[src/rtl/write_fsm.sv]
// write_fsm: register-file write controller; captures a keypad decimal entry or an ALU result,
// waits for a non-zero destination register, then issues a single write strobe.
module write_fsm #(
   parameter int WIDTH = 8
) (
   input  logic             clk,
   input  logic             nrst,
   input  logic             w_en,
   input  logic             key_valid,
   input  logic [3:0]       key_digit,
   input  logic             enter,
   input  logic [2:0]       reg_num,
   input  logic             result_ready,
   input  logic [WIDTH-1:0] alu_result,
   output logic [2:0]       reg_sel,
   output logic             wr_en,
   output logic [WIDTH-1:0] wr_data,
   output logic             busy,
   output logic             overflow,
   output logic             done
);
   typedef enum logic [2:0] {IDLE, ENTRY, DEST, WRITE, DONE} state_t;
   state_t           state_q, state_d;
   logic [WIDTH-1:0] acc_q, acc_d;
   logic [2:0]       dest_q, dest_d;
   logic             ovf_q, ovf_d;
   logic [WIDTH+3:0] cand;
   assign cand = {4'b0, acc_q} * (WIDTH+4)'(10) + (WIDTH+4)'(key_digit);
   always_comb begin
      state_d = state_q;
      acc_d   = acc_q;
      dest_d  = dest_q;
      ovf_d   = ovf_q;
      case (state_q)
         IDLE: begin
            if (result_ready) begin
               acc_d   = alu_result;
               state_d = DEST;
            end else if (w_en) begin
               acc_d   = '0;
               ovf_d   = 1'b0;
               state_d = ENTRY;
            end
         end
         ENTRY: begin
            // a digit arriving with enter is folded in before leaving
            if (key_valid && key_digit <= 4'd9) begin
               if (cand[WIDTH+3:WIDTH] == '0) acc_d = cand[WIDTH-1:0];
               else ovf_d = 1'b1;
            end
            if (enter) state_d = DEST;
         end
         DEST: begin
            if (reg_num != 3'd0) begin
               dest_d  = reg_num;
               state_d = WRITE;
            end
         end
         WRITE:   state_d = DONE;
         default: state_d = IDLE;
      endcase
   end
   always_ff @(posedge clk or negedge nrst) begin
      if (!nrst) begin
         state_q <= IDLE;
         acc_q   <= '0;
         dest_q  <= '0;
         ovf_q   <= 1'b0;
      end else begin
         state_q <= state_d;
         acc_q   <= acc_d;
         dest_q  <= dest_d;
         ovf_q   <= ovf_d;
      end
   end
   assign wr_en    = state_q == WRITE;
   assign reg_sel  = wr_en ? dest_q : 3'd0;
   assign wr_data  = wr_en ? acc_q : '0;
   assign busy     = state_q != IDLE;
   assign done     = state_q == DONE;
   assign overflow = ovf_q;
endmodule

[config.mk]
export PLATFORM = sky130hd
export DESIGN_NAME = write_fsm
export DESIGN_NICKNAME = d
export VERILOG_FILES = /design/src/rtl/write_fsm.sv
export SDC_FILE = /design/constraint.sdc
export NUM_CORES = 1
export LEC_CHECK = 0
export ABC_CLOCK_PERIOD_IN_PS = 4200
export BUFFER_PORTS_ARGS = -buffer_cell sky130_fd_sc_hd__buf_4
export CAP_MARGIN = 20
export CELL_PAD_IN_SITES_DETAIL_PLACEMENT = 2
export CELL_PAD_IN_SITES_GLOBAL_PLACEMENT = 2
export CORE_MARGIN = 10
export CORE_UTILIZATION = 33
export DETAILED_ROUTE_END_ITERATION = 12
export GPL_TIMING_DRIVEN = 0
export HOLD_SLACK_MARGIN = 0.08
export PLACE_DENSITY = 0.88
export SLEW_MARGIN = 20
export SYNTH_ARGS = -nofsm -noshare
export SYNTH_HDL_FRONTEND = slang
export SYNTH_SLANG_ARGS = --single-unit
[constraint.sdc]
create_clock -name clk -period 4.2 [get_ports clk]
set_input_delay 0.63 -clock clk [delete_from_list [all_inputs] [get_ports clk]]
set_output_delay 0.63 -clock clk [all_outputs]
set_load 0.03 [all_outputs]
==> out/summary.txt <==
Aggregate global routing overflow: 0
WP data required: 4.33 ns
Critical path fanouts, max: 8
Hold slack: 0.2330 ns
Cts hold-fix bufs: 0
Yosys warns: 0
Core Rows: 23
Reg2reg path depth: 10
Final number of max-transition violations: 0
Top cell type's share of synthesized area: 0.2804
First-pass GRT wire length: 7.831 mm
Commonest non-fill, non-tap cell in the layout: buf_4
Clk Tree Root Cell: clkbuf_8
Setup bufs post-CTS: 0
Post-synthesis cell type count: 32
Chip width: 83.70 um
FMAX: 304.0 MHz
Crit path arrival time: 3.42 ns
Initial antenna violation count: 0
RSZ-0062 raised after global routing: false
Worst relative slew slack: 0.6556
CTS tree: done
Clk slew on worst S/H paths: 0.07 ns
Outcome: completed
Critical path launch point type: register
Io pins: 36
Fin nets: 230
Peak supply drop: 227.1 uV
Fin. Hold Viols: 0
PortBufs: 35
Area Overhead vs Synth: 27.66%
Area leader, netlist: dfrtp_1
GR Util All Layers: 0.1352
FF/Latch Area: 375.4 um^2
Syn Inst Count: 152
Fin crit period: 3.290 ns
Fin crit share: 0.7833
Syn_nets: 190
Sw Ratio: 0.5058
Vias in the first global route: 1492
DR pass1 iterations: 4
Static Leakage: 0.8277 nW
Die span in y: 83.70 um
TNS Setup: 0 ns
Avg Inst Size Synth: 8.808 um^2
Drc violations: 0
Combinational fraction of design power: 0.699
H-tree level count: 1
Reg2Reg Launch Point: acc_q[1]$_DFFE_PN0P_
Antenna viol nets, final: 0
Reg2reg setup slack: 0.91 ns
Largest cells by area after synthesis: dfrtp_1 (28%), ha_1 (14%), mux2_2 (8.4%)
Setup crit end kind: register
Fillers: 451
Critical path class: register to register
Synthesized area: 1339 um^2
#FFs+latches synth: 15
Power, Total: 1.361 mW
PD cells: 796.6 nW/um^2
Final Skew: 0.002049 ns
DR vias/cell: 5.353
Final Setup Violations: 0
R2R Path End: acc_q[4]$_DFFE_PN0P_
Initial DRC count: 30
Largest net degree at the start of global routing: 16
HPWL after detailed placement: 3.999 mm
NetSw: 0.6886 mW
Sequential area share after synthesis: 0.2804
Final wirelength: 4.809 mm
Total clock sinks: 15
Placer Congestion: 0.8017
Clk buf depth: 2
Clock share of power: 0.091
Flop pwr share: 0.210
Hold Crit Class: input port to asynchronous set/reset pin
# resized after CTS: 0
Share of cells above drive strength 1: 0.2723
Via Count: 1290
Int Power: 0.6729 mW
Worst-margin pin slew: 0.5112 ns
Die area: 7005 um^2
Inserted Diodes: 0
CTS Buf Count: 3
Core area: 3971 um^2
Clock latency on the worst-skew pair: 0.25 ns
Multi-input gate area: 899.6 um^2
Most frequent cells in the layout: buf_4 (35), ha_1 (15), dfrtp_1 (15)
Maximum Capacitance Violations: 0
Starting density of the core: 0.3371
Wirelength per Cell: 19.95 um
per-layer routing:
layer  GRT usage  routed length [um]  share of wire  vias to the layer above
li1            -                   -              -                      612
met1      0.1492                2000           0.42                      647
met2      0.2530                2626           0.55                       25
met3     0.02637                 117          0.024                        6
met4     0.03653                  63          0.013                        0
met5           0                   0              0                        -
power by group through the flow:
stage | registers [mW] | logic [mW] | clock network [mW]
floorplan | 0.266 | 0.679 | 0
global placement | 0.278 | 0.875 | 0
detailed placement | 0.289 | 0.953 | 0
CTS | 0.286 | 0.960 | 0.126
global route | 0.297 | 1.05 | 0.135
finish | 0.286 | 0.952 | 0.124
layout make-up:
class	count	share of cell area
multi-input combinational	120	0.5264
buffer	4	0.008785
clock buffer	4	0.02635
sequential	15	0.2196
tap	50	0.03660
timing repair buffer	35	0.1537
inverter	13	0.02855
cells in the mapped netlist (all sizes together):
cell	instances
nand2b	1
nor2	9
nand3	12
a21oi	8
fa	2
mux2	10
nor2b	3
a211o	1
o21a	1
xor2	3
and3	1
o21bai	1
o2111a	1
nand4	1
nor4	1
nand2	6
inv	13
a22o	1
a21o	2
and2	10
clkbuf	4
dfrtp	15
xnor2	6
and4	1
nor3	8
ha	15
or3	1
mux2i	1
a2111oi	1
o21ai	13
critical path, stage by stage, from the launching register on:
cell and delay, ns:
dfrtp_1 0.44, ha_1 0.32, ha_1 0.17, inv_1 0.06, fa_1 0.39, xor2_1 0.20, a2111oi_2 0.44, a21oi_1 0.13
o2111a_2 0.31, a21oi_4 0.32, mux2_2 0.39
registers in the layout (all words and copies together) (netlist names):
signal,flops
state_q,3
overflow,1
acc_q,8
dest_q,3
cells by family (layout without fill, tap and decap cells):
group	after synthesis	after routing	synth area share
adders and majority gates	17	17	0.1701
xor gates and xnor gates	9	9	0.05888
muxes	11	11	0.09159
buffers and inverters	17	56	0.04766
and+or+nand+nor	54	54	0.2075
DFF	15	15	0.2804
AOI/OAI and AO/OA	29	29	0.1439
metrics by stage:
stage	util	setup slack [ns]	std cells	cell area (um^2)
finish	0.4304	0.9102	241	1709
global route	0.4304	0.7574	241	1709
CTS	0.4304	0.8899	241	1709
detailed placement	0.4190	0.9237	237	1664
global placement	0.4190	1.023	237	1664
floorplan	-	1.305	152	1339
worst max path at each step:
stage / startpoint / to / slack (ns) / depth (start not counted)
final: acc_q[1]$_DFFE_PN0P_ / acc_q[4]$_DFFE_PN0P_ / 0.91 / 10
after global routing: acc_q[1]$_DFFE_PN0P_ / acc_q[4]$_DFFE_PN0P_ / 0.76 / 10
after CTS: acc_q[1]$_DFFE_PN0P_ / acc_q[4]$_DFFE_PN0P_ / 0.89 / 10
after detailed placement: acc_q[1]$_DFFE_PN0P_ / acc_q[4]$_DFFE_PN0P_ / 0.92 / 10
after global placement: acc_q[1]$_DFFE_PN0P_ / acc_q[6]$_DFFE_PN0P_ / 1.02 / 10
after floorplan: acc_q[1]$_DFFE_PN0P_ / acc_q[0]$_DFFE_PN0P_ / 1.30 / 10
Note: power is estimated with default switching activity, not from simulation.
